### src/rtl/mult_unit_if.sv
// mult_unit_if: execute-stage multiply request and HI/LO result bundle.
interface mult_unit_if #(parameter int WIDTH = 32);
  logic aluormultE;
  logic signedE;
  logic [WIDTH-1:0] srcaE;
  logic [WIDTH-1:0] srcbE;
  logic prodv;
  logic busy;
  logic [WIDTH-1:0] hi;
  logic [WIDTH-1:0] lo;
  modport master(output aluormultE, signedE, srcaE, srcbE, input prodv, busy, hi, lo);
  modport slave(input aluormultE, signedE, srcaE, srcbE, output prodv, busy, hi, lo);
endinterface

### src/rtl/mult_unit.sv
// mult_unit: iterative radix-2 shift-add MULT/MULTU into HI/LO, one multiplier bit per cycle.
// Optional MULT_EARLY_TERM_EN finishes as soon as no set multiplier bits remain.
module mult_unit #(
  parameter int WIDTH = 32
) (
  input logic clk,
  input logic reset,
  mult_unit_if.slave bus
);
  localparam int CW = $clog2(WIDTH);
  localparam logic [CW-1:0] LAST = CW'(WIDTH - 1);
  typedef enum logic [1:0] {IDLE, BUSY, DONE} multState;
  multState state, nextState;
  logic [WIDTH-1:0] mcand, mplr, acc, absA, absB, hi, lo;
  logic neg, lastStep;
  logic [CW-1:0] count;
  logic [WIDTH:0] sum;
  logic [2*WIDTH-1:0] stepProd, finalProd;
  always_comb begin
    absA = (bus.signedE & bus.srcaE[WIDTH-1]) ? -bus.srcaE : bus.srcaE;
    absB = (bus.signedE & bus.srcbE[WIDTH-1]) ? -bus.srcbE : bus.srcbE;
    sum = {1'b0, acc} + (mplr[0] ? {1'b0, mcand} : '0);
    stepProd = {sum, mplr[WIDTH-1:1]};
`ifdef MULT_EARLY_TERM_EN
    // unprocessed multiplier bits sit in mplr[LAST-count:0]; bit 0 is consumed this cycle
    lastStep = (count == LAST) || (((mplr & ({WIDTH{1'b1}} >> count)) >> 1) == '0);
    finalProd = stepProd >> (LAST - count);
`else
    lastStep = count == LAST;
    finalProd = stepProd;
`endif
    nextState = (state == IDLE) ? (bus.aluormultE ? BUSY : IDLE)
              : (state == BUSY) ? (!bus.aluormultE ? IDLE : lastStep ? DONE : BUSY)
              : IDLE;
  end
  always_ff @(posedge clk) begin
    if (reset) state <= IDLE;
    else state <= nextState;
  end
  always_ff @(posedge clk) begin
    if (reset) begin
      mcand <= '0;
      mplr <= '0;
      acc <= '0;
      neg <= 1'b0;
      count <= '0;
      hi <= '0;
      lo <= '0;
    end else if (state == IDLE && bus.aluormultE) begin
      mcand <= absA;
      mplr <= absB;
      acc <= '0;
      count <= '0;
      neg <= bus.signedE & (bus.srcaE[WIDTH-1] ^ bus.srcbE[WIDTH-1]);
    end else if (state == BUSY && bus.aluormultE) begin
      acc <= sum[WIDTH:1];
      mplr <= {sum[0], mplr[WIDTH-1:1]};
      count <= count + 1'b1;
      if (lastStep) {hi, lo} <= neg ? -finalProd : finalProd;
    end
  end
  assign bus.prodv = state == DONE;
  assign bus.busy = state == BUSY;
  assign bus.hi = hi;
  assign bus.lo = lo;
endmodule

### src/flat_wrapper.sv
// flat-port wrapper written by rule: the top's interface ports become plain ports
module mult_unit_flat 
#(
  parameter int WIDTH = 32
)
  (clk, reset, bus_aluormultE, bus_signedE, bus_srcaE, bus_srcbE, bus_prodv, bus_busy, bus_hi, bus_lo);
  mult_unit_if #(.WIDTH(WIDTH)) bus_i ();
  input logic clk;
  input logic reset;
  input wire logic [$bits(bus_i.aluormultE)-1:0] bus_aluormultE;
  input wire logic [$bits(bus_i.signedE)-1:0] bus_signedE;
  input wire logic [$bits(bus_i.srcaE)-1:0] bus_srcaE;
  input wire logic [$bits(bus_i.srcbE)-1:0] bus_srcbE;
  output wire logic [$bits(bus_i.prodv)-1:0] bus_prodv;
  output wire logic [$bits(bus_i.busy)-1:0] bus_busy;
  output wire logic [$bits(bus_i.hi)-1:0] bus_hi;
  output wire logic [$bits(bus_i.lo)-1:0] bus_lo;
  assign bus_i.aluormultE = bus_aluormultE;
  assign bus_i.signedE = bus_signedE;
  assign bus_i.srcaE = bus_srcaE;
  assign bus_i.srcbE = bus_srcbE;
  assign bus_prodv = bus_i.prodv;
  assign bus_busy = bus_i.busy;
  assign bus_hi = bus_i.hi;
  assign bus_lo = bus_i.lo;
  mult_unit #(.WIDTH(WIDTH)) u_core (.clk(clk), .reset(reset), .bus(bus_i));
endmodule
### config.mk
export PLATFORM = sky130hd
export DESIGN_NAME = mult_unit_flat
export DESIGN_NICKNAME = d
export VERILOG_FILES = /design/src/rtl/mult_unit_if.sv /design/src/rtl/mult_unit.sv /design/src/flat_wrapper.sv
export SDC_FILE = /design/constraint.sdc
export NUM_CORES = 1
export LEC_CHECK = 0
export ABC_AREA = 1
export CAP_MARGIN = 20
export CORE_ASPECT_RATIO = 0.75
export CORE_MARGIN = 4
export CORE_UTILIZATION = 58
export DETAILED_ROUTE_END_ITERATION = 10
export PLACE_DENSITY = 0.82
export SETUP_SLACK_MARGIN = 0.1
export SLEW_MARGIN = 10
export SYNTH_ARGS = -nofsm -noshare
export SYNTH_HDL_FRONTEND = slang
export SYNTH_SLANG_ARGS = --single-unit
export TNS_END_PERCENT = 50
### constraint.sdc
create_clock -name clk -period 4 [get_ports clk]
set_input_delay 0.6 -clock clk [delete_from_list [all_inputs] [get_ports clk]]
set_output_delay 0.6 -clock clk [all_outputs]
set_load 0.02 [all_outputs]
# Word-level counts from Yosys, hierarchy flattened
# Cells that the tools add are included.
[op_classes] n_addsub=5 eq_ne=3 n_mux=11 bitwise=5 reduce_logical=6
[op_table] op="two-way mux 32 bit" count=5
[op_table] op="two-way mux 64 bit" count=1
[op_table] op="negator 32 bit" count=2
[op_table] op="negator 64 bit" count=1
[op_table] op="adder 32 x 33 -> 33 bit" count=1
[op_table] op="two-way mux 2 bit" count=4
[op_table] op="adder 5 x 1 -> 5 bit, second input constant" count=1
[op_table] op="== test 5 bit, second input constant" count=1
[op_table] op="AND 1 bit" count=3
[op_table] op="AND reduction 3 bit" count=1
[op_table] op="== test 2 x 1 -> 1 bit, second input constant" count=1
[op_table] op="== test 2 bit, second input constant" count=1
[op_table] op="logical AND 1 bit" count=2
[op_table] op="zero test 2 bit" count=1
[op_table] op="nonzero test 2 bit" count=1
[op_table] op="OR reduction 2 bit" count=1
[op_table] op="two-way mux 1 bit" count=1
[op_table] op="inverter 1 bit" count=1
[op_table] op="bitwise XOR 1 bit" count=1
[word_totals] reg_bits=168 input_bits=68 output_inout_bits=66

# Depth between registers and ports, before layout
# Gate-level depths: netlist (run 1).
[logic_depth] word_depth=5 mapped_depth=27 depth_no_buf=25

# Least setup slack after synthesis (run 1)
# OpenSTA, ideal clock, no wires.
[synth_timing] kind="register to register" from="reg u_core.mplr[0]" to="reg u_core.hi[20], in the netlist u_core.bus.hi[20]" setup_ps=109 t_arrival_ps=2921 t_required_ps=3891 slack_ps=970 path_stages_with_launch=27 path_buffers=2 path_cell_list="dfxtp_1 -> clkbuf_1 -> clkbuf_1 -> nand2_1 -> inv_1 -> ha_1 -> inv_1 -> fa_1 -> inv_1 -> nand3_1 -> nand2_2 -> nand2_1 -> nand2_2 -> nand2_1 -> nand2_1 -> nand2_1 -> nand2_2 -> inv_2 -> nor2_2 -> nand2_1 -> nand2_1 -> nand2_2 -> nor2_4 -> xor2_1 -> nand2_1 -> nand2_1 -> inv_1"
[synth_via] elab_chain_cells=4
[synth_rtl] item="start: declaration" line="mult_unit.sv:14" text="logic [WIDTH-1:0] mcand, mplr, acc, absA, absB, hi, lo;"
[synth_rtl] item="start signal: assignment" line="mult_unit.sv:51" text="mplr <= absB;"
[synth_rtl] item="start signal: assignment" line="mult_unit.sv:57" text="mplr <= {sum[0], mplr[WIDTH-1:1]};"
[synth_rtl] item="two-way mux 32 bit (*)" line="mult_unit.sv:22" text="sum = {1'b0, acc} + (mplr[0] ? {1'b0, mcand} : '0);"
[synth_rtl] item="adder 32 x 33 -> 33 bit (*)" line="mult_unit.sv:22"
[synth_rtl] item="negator 64 bit" line="mult_unit.sv:59" text="if (lastStep) {hi, lo} <= neg ? -finalProd : finalProd;"
[synth_rtl] item="two-way mux 64 bit (*)" line="mult_unit.sv:59"
[synth_rtl] item="end signal: assignment" line="mult_unit.sv:59"
[synth_rtl] item="end: declaration" line="mult_unit.sv:14"
# Every way passes the cells marked *; elsewhere a longest branch is shown, timed or not.
# A chain may end at the register's enable or synchronous reset.

# Final worst setup path (run 1)
[layout_timing] from="reg u_core.mplr[0]" to="reg u_core.hi[17], in the netlist u_core.bus.hi[17]"
# Same word-level chain as after synthesis.

==> results of run 1 <==
[worst max path at each step]
stage	slack (ns)	startpoint	endpoint
after CTS	0.82	u_core.mplr[0]	u_core.bus.hi[17]
after global placement	0.85	u_core.mplr[0]	u_core.bus.hi[29]
after detailed placement	0.75	bus_srcbE[0]	u_core.mplr[26]
after global routing	0.44	u_core.mplr[0]	u_core.bus.hi[17]
after floorplan	0.97	u_core.mplr[0]	u_core.bus.hi[20]
final	0.71	u_core.mplr[0]	u_core.bus.hi[17]
[per-layer routing]
layer,global-route usage,vias up
met1,0.5021,5979
li1,-,6620
met3,0.1024,44
met5,0,-
met2,0.4037,700
met4,0.05669,2
[area by class of cell]
cell class	instances	area, um2
clock buffers	18	429.2
well taps	282	352.8
repair buffers	151	1491
multi-input cells	1434	7333
inverters	327	1229
clock inverters	14	162.7
flip-flops and latches	168	3363
fillers	1838	6077
[cell families (layout without fill, tap and decap cells)]
kind of cell             count (synthesis)  in the layout  synth area share
adder cells (fa/ha/maj)                 38             38           0.03966
AND/OR/NAND/NOR                        955            955            0.3301
XOR/XNOR                                73             73           0.05312
flip-flops                             168            168            0.2762
AO/OA/AOI/OAI                          368            368            0.1778
buffers and inverters                  398            510            0.1231
[synthesized netlist by cell type, types with 11 or more instances]
master	count	share of area
sky130_fd_sc_hd__nand2_1	561	0.17
sky130_fd_sc_hd__inv_1	319	0.098
sky130_fd_sc_hd__nor2_1	170	0.052
sky130_fd_sc_hd__dfxtp_1	168	0.28
sky130_fd_sc_hd__a21oi_1	141	0.058
sky130_fd_sc_hd__o21ai_0	111	0.046
sky130_fd_sc_hd__nand3_1	110	0.045
sky130_fd_sc_hd__clkbuf_1	61	0.019
sky130_fd_sc_hd__xor2_1	52	0.037
sky130_fd_sc_hd__o211ai_1	48	0.030
sky130_fd_sc_hd__ha_1	37	0.038
sky130_fd_sc_hd__nor3_1	28	0.012
sky130_fd_sc_hd__xnor2_1	20	0.014
sky130_fd_sc_hd__nand4_1	17	0.0087
sky130_fd_sc_hd__nor2_2	16	0.0082
sky130_fd_sc_hd__o221ai_1	15	0.011
sky130_fd_sc_hd__nand2_2	13	0.0067
sky130_fd_sc_hd__o21a_1	11	0.0068
[power by group through the flow]
| stage | clock (mW) | sequential, mW | combinational, mW |
|---|---|---|---|
| 4_1_cts | 1.69 | 1.80 | 0.797 |
| 2_1_floorplan | 0 | 1.81 | 0.539 |
| 3_3_place_gp | 0 | 1.84 | 0.778 |
| 5_1_grt | 1.76 | 1.81 | 0.903 |
| 3_5_place_dp | 0 | 1.84 | 0.791 |
| 6_report | 1.69 | 1.81 | 0.819 |
[sequential cells by signal (all words and copies together) (netlist names)]
| register | count |
|---|---|
| u_core.count | 5 |
| u_core.bus.hi | 32 |
| u_core.mplr | 32 |
| u_core.neg | 1 |
| u_core.state | 2 |
| u_core.acc | 32 |
| u_core.mcand | 32 |
| u_core.bus.lo | 32 |
[worst reg2reg max path, stage by stage (launching register included)]
cell                      delay (ns)
sky130_fd_sc_hd__dfxtp_1        0.34
sky130_fd_sc_hd__buf_4          0.31
sky130_fd_sc_hd__nand2_1        0.10
sky130_fd_sc_hd__inv_1          0.06
sky130_fd_sc_hd__ha_1           0.32
sky130_fd_sc_hd__nand2_1        0.11
sky130_fd_sc_hd__nand2_1        0.13
sky130_fd_sc_hd__inv_1          0.08
sky130_fd_sc_hd__nand2_1        0.09
sky130_fd_sc_hd__inv_1          0.09
sky130_fd_sc_hd__nand3_1        0.13
sky130_fd_sc_hd__nand2_1        0.11
sky130_fd_sc_hd__nand2_1        0.21
sky130_fd_sc_hd__nor2_1         0.21
sky130_fd_sc_hd__nand3_1        0.16
sky130_fd_sc_hd__o21ai_2        0.20
sky130_fd_sc_hd__o21ai_2        0.10
sky130_fd_sc_hd__a21oi_1        0.19
sky130_fd_sc_hd__o21ai_0        0.15
sky130_fd_sc_hd__nand2_1        0.08
sky130_fd_sc_hd__inv_1          0.03
==> results.cfg, run 1 <==
[run_status]
status = completed

[floorplanning]
floorplan.die.width_um = 175.3
die_y_um = 133.5
initial_util = 0.5958
area_of_the_core_um2 = 20440
io_pins = 134
dieArea_um2 = 23400
std_cell_rows = 45

[setup_path]
crit_path_frequent_cell = sky130_fd_sc_hd__nand2_1
crit_path_cell_trace = buf_4 -> nand2_1 -> inv_1 -> ha_1 -> nand2_1 -> nand2_1 -> inv_1 -> nand2_1 -> inv_1 -> nand3_1 -> nand2_1 -> nand2_1 -> nor2_1 -> nand3_1 -> o21ai_2 -> o21ai_2 -> a21oi_1 -> o21ai_0 -> nand2_1 -> inv_1
highest_net_fanout_along_the_worst_path = 31
worst_r2r_endpoint = u_core.bus.hi[17]
cp.arrival_ns = 3.64
cp.buffers_inverters = 5
cpMaxStageDelayCell = sky130_fd_sc_hd__dfxtp_1
r2r-start = u_core.mplr[0]
critical_path_type = reg2reg
critical_path.max_stage_delay_ns = 0.34
cpLargestDelayFamily = simple AND/OR/NAND/NOR gates
r2r_cells = 20
worst_ep_required_time_ns = 4.35
path_depth = 20
start_kind = register
regToRegSetupSlack_ns = 0.71
crit_path_end_kind = register

[pwr]
ir_drop_v = 0.0003032
power.sequential.fraction = 0.419
power.density_cell_area_nw_per_um2 = 300.1
internal_power_mw = 2.916
power.share.combinational = 0.190
power.clock.fraction = 0.391
p_switching_mw = 1.394
power.leakage_nw = 7.098
report.power.total_mw = 4.310
net_switching_share_of_the_total_power = 0.3234

[synthesis]
synth-edff-count = 0
ys.warnings.count = 0
share_of_flip_flops_with_an_asynchronous_set_or_reset = 0
synth_cell_type_count = 44
post_synthesis_mean_instance_area_um2 = 6.089
synth-seq-area-share = 0.2762
ys_seq_elements = 168
syn-num-nets = 2106
post_synth_inst_count = 2000
post_syn_area_um2 = 12180
ys_dominant_reg_cell = sky130_fd_sc_hd__dfxtp_1

[grt]
groute.usage.overall = 0.3141
grt_first_pass_wirelength_um = 59740
grt_start_max_net_pins = 65
grt_pass1_vias = 11590
grt_overflow_total = 0
grt_antenna_before_repair = 1

[route]
met2_length_um = 13770
detail_route.wirelength_um = 37610
drtAntennaViolNets = 0
route.vias.total = 13350
initialDrtViolationCount = 1642
post_drt_wl_per_cell_um = 15.71
viasPerCell = 5.574
top_layer = met5
drc_errors = 0
detail_route.wirelength.met1_um = 18380
wl_met3_um = 5117
first_pass_iters = 7

[sta]
timing.max_slew.rel_slack = 0.4177
rsz0062_at_grt = no
hold_violations = 0
final_critical_path_setup_slack_ns = 0.7054
final-max-slew-violation-count = 0
finalCritPeriodShare = 0.8237
max_freq_mhz = 303.5
report.final.setup_viol = 0
tightest_hold_margin_ns = 0.4685
setup_total_negative_slack_ns = 0
finalCriticalPeriod_ns = 3.295
worstMarginPinSlew_ns = 0.8725
finClkSkew_ns = 0.01828

[clock_network]
post-cts-setup-buffers = 0
holdBufCountCts = 0
number_of_buffers_added_by_the_clock_tree_synthesis_step = 17
htree_num_levels = 4
tritoncts = built
insertion_delay_ns = 0.45
number_of_gates_given_a_new_drive_strength_after_cts = 0
tritoncts_num_sinks = 168
cts_buffer_depth = 2
root_buffer = sky130_fd_sc_hd__clkbuf_16
clk_pin_slew_worst_paths_ns = 0.07

[final_layout]
post-route-cell-area_um2 = 14360
layoutNonFillerInstCount = 2394
final_core_area_utilization = 0.7027
num-nets-final = 2205
layout.cells.most_common_list = sky130_fd_sc_hd__nand2_1, sky130_fd_sc_hd__inv_1, sky130_fd_sc_hd__dfxtp_1, sky130_fd_sc_hd__nor2_1, sky130_fd_sc_hd__a21oi_1
antenna_diode_count = 0
layout_commonest_cell = sky130_fd_sc_hd__nand2_1
layout-drive-gt1-share = 0.05114
syn_to_final_growth_pct = 17.93

[placed_design]
dp_cells = 2362
dpl_cell_area_um2 = 13770
dp_slack_ns = 0.7549
numPortBuffers = 133
place.detailed.hpwl_um = 29560
gpl.final_weighted_congestion = 1.018

[min_path]
timing.hold.worst_endpoint = u_core.count[4]
worstHoldPathType = reg2reg
min_path_cells = 2
timing.hold.worst.start = u_core.count[4]

[flow_run]
max-cap-violations = 0
Note: power is estimated with default switching activity, not from simulation.
==> run 2: changes to the inputs <==
clock period = 3.3 ns   (was 4 ns; I/O delays follow)
==> results.cfg, run 2 (synthesis gave the netlist of run 1 again) <==
[run_status]
status = completed

[sta]
timing.max_slew.rel_slack = 0.4157
finalCriticalPeriod_ns = 3.093
tightest_hold_margin_ns = 0.4661
finClkSkew_ns = 0.01059
worstMarginPinSlew_ns = 0.8756
finalCritPeriodShare = 0.9371
final-max-slew-violation-count = 0
setup_total_negative_slack_ns = 0
max_freq_mhz = 323.4
rsz0062_at_grt = yes
hold_violations = 0
report.final.setup_viol = 0

[floorplanning]
area_of_the_core_um2 = 20440
io_pins = 134
die_y_um = 133.5
initial_util = 0.5958
std_cell_rows = 45
floorplan.die.width_um = 175.3
dieArea_um2 = 23400

[grt]
grt_antenna_before_repair = 0
grt_pass1_vias = 11210
grt_first_pass_wirelength_um = 58590
grt_start_max_net_pins = 78
groute.usage.overall = 0.3081
grt_overflow_total = 0

[clock_network]
clk_pin_slew_worst_paths_ns = 0.07
number_of_buffers_added_by_the_clock_tree_synthesis_step = 17
insertion_delay_ns = 0.44
root_buffer = sky130_fd_sc_hd__clkbuf_16
tritoncts_num_sinks = 168
tritoncts = built
cts_buffer_depth = 2
htree_num_levels = 4

[pwr]
power.clock.fraction = 0.376
power.share.combinational = 0.201
power.density_cell_area_nw_per_um2 = 355.0
power.sequential.fraction = 0.423
net_switching_share_of_the_total_power = 0.3143
p_switching_mw = 1.624
ir_drop_v = 0.0003359
internal_power_mw = 3.543
power.leakage_nw = 7.081

[placed_design]
numPortBuffers = 133
place.detailed.hpwl_um = 29240
gpl.final_weighted_congestion = 1.032

[setup_path]
critical_path.startpoint = u_core.mplr[0]
worst_ep_required_time_ns = 3.64
start_kind = register
crit_path_end_kind = register
critical_path_type = reg2reg
highest_net_fanout_along_the_worst_path = 32
cp.arrival_ns = 3.44
r2r-start = u_core.mplr[0]

[route]
detail_route.wirelength_um = 37960
post_drt_wl_per_cell_um = 15.82
first_pass_iters = 6
route.vias.total = 13380
drtAntennaViolNets = 0
viasPerCell = 5.574
drc_errors = 0
initialDrtViolationCount = 1630

[min_path]
timing.hold.worst.start = u_core.mcand[30]
worstHoldPathType = reg2reg

[final_layout]
layout_commonest_cell = sky130_fd_sc_hd__nand2_1
num-nets-final = 2213
antenna_diode_count = 0
layout.cells.most_common_list = sky130_fd_sc_hd__nand2_1, sky130_fd_sc_hd__inv_1, sky130_fd_sc_hd__dfxtp_1, sky130_fd_sc_hd__nor2_1, sky130_fd_sc_hd__a21oi_1
layout-drive-gt1-share = 0.07413
syn_to_final_growth_pct = 19.54

[flow_run]
max-cap-violations = 0
## run 2: cell type report
cell class | count | area (um2)
Timing Repair Buffer | 159 | 1577
Multi-Input combinational cell | 1434 | 7477
Sequential cell | 168 | 3364
Inverter | 327 | 1229
Clock buffer | 18 | 439.2
Tap cell | 282 | 352.8
Fill cell | 1764 | 5881
Clock inverter | 12 | 118.9
## run 2: path summary, 6_finish.rpt
check	depth (start not counted)	endpoint	slack, ns
setup / recovery	21	u_core.bus.hi[20]	0.21
hold / removal	2	u_core.mcand[30]	0.47
setup reg to reg	21	u_core.bus.hi[20]	0.21
hold reg to reg	2	u_core.mcand[30]	0.47
## run 2: per-layer routing
layer  GRT usage  wire, um
met1      0.4943     17760
met2      0.3915     14370
met3      0.1024      5513
met4     0.05626       308
met5           0         0
## run 2: through the flow
| stage | cell area (um2) | power (mW) | instances | worst slack (ns) | utilization |
|---|---|---|---|---|---|
| after floorplan | 12180 | 2.843 | 2000 | 0.2700 | - |
| after global placement | 13800 | 3.168 | 2366 | 0.2889 | 0.6752 |
| after detailed placement | 13800 | 3.190 | 2366 | 0.1688 | 0.6752 |
| after CTS | 14360 | 5.109 | 2396 | 0.1030 | 0.7025 |
| after global routing | 14560 | 5.375 | 2400 | 0.01253 | 0.7123 |
| final | 14560 | 5.167 | 2400 | 0.2074 | 0.7123 |
## run 2: power groups by stage
stage	Combinational, mW	Clock [mW]	Sequential, mW
2_1_floorplan	0.653	0	2.19
3_3_place_gp	0.948	0	2.22
3_5_place_dp	0.968	0	2.22
4_1_cts	0.976	1.96	2.18
5_1_grt	1.13	2.05	2.19
6_report	1.04	1.94	2.19
## run 2: critical path, cell delays in order (launching register included)
cell                      delay [ns]
sky130_fd_sc_hd__dfxtp_2        0.35
sky130_fd_sc_hd__buf_12         0.17
sky130_fd_sc_hd__nand2_1        0.07
sky130_fd_sc_hd__inv_1          0.08
sky130_fd_sc_hd__ha_2           0.33
sky130_fd_sc_hd__nand2_1        0.13
sky130_fd_sc_hd__inv_1          0.08
sky130_fd_sc_hd__a21oi_2        0.23
sky130_fd_sc_hd__nand2_2        0.12
sky130_fd_sc_hd__nand2_1        0.07
sky130_fd_sc_hd__nand2_1        0.14
sky130_fd_sc_hd__nor2_2         0.16
sky130_fd_sc_hd__nand2_1        0.08
sky130_fd_sc_hd__nor2_1         0.11
sky130_fd_sc_hd__nand3_1        0.10
sky130_fd_sc_hd__nand2_1        0.13
sky130_fd_sc_hd__nand2_2        0.10
sky130_fd_sc_hd__nor2_4         0.19
sky130_fd_sc_hd__xor2_2         0.17
sky130_fd_sc_hd__nand2_1        0.07
sky130_fd_sc_hd__nand2_1        0.06
sky130_fd_sc_hd__inv_1          0.04
## run 2: what timing repair did
| item | CTS | global route |
|---|---|---|
| hold buffers | 0 | 0 |
| setup buffers | 0 | 3 |
| setup endpoints to repair | 0 | 21 |
| gates resized for setup | 0 | 51 |
==> run 3: changes to the inputs <==
SLEW_MARGIN = unset   (was 10)
==> results of run 3 <==
The final DEF is identical to that of run 2; final timing and power are the same.
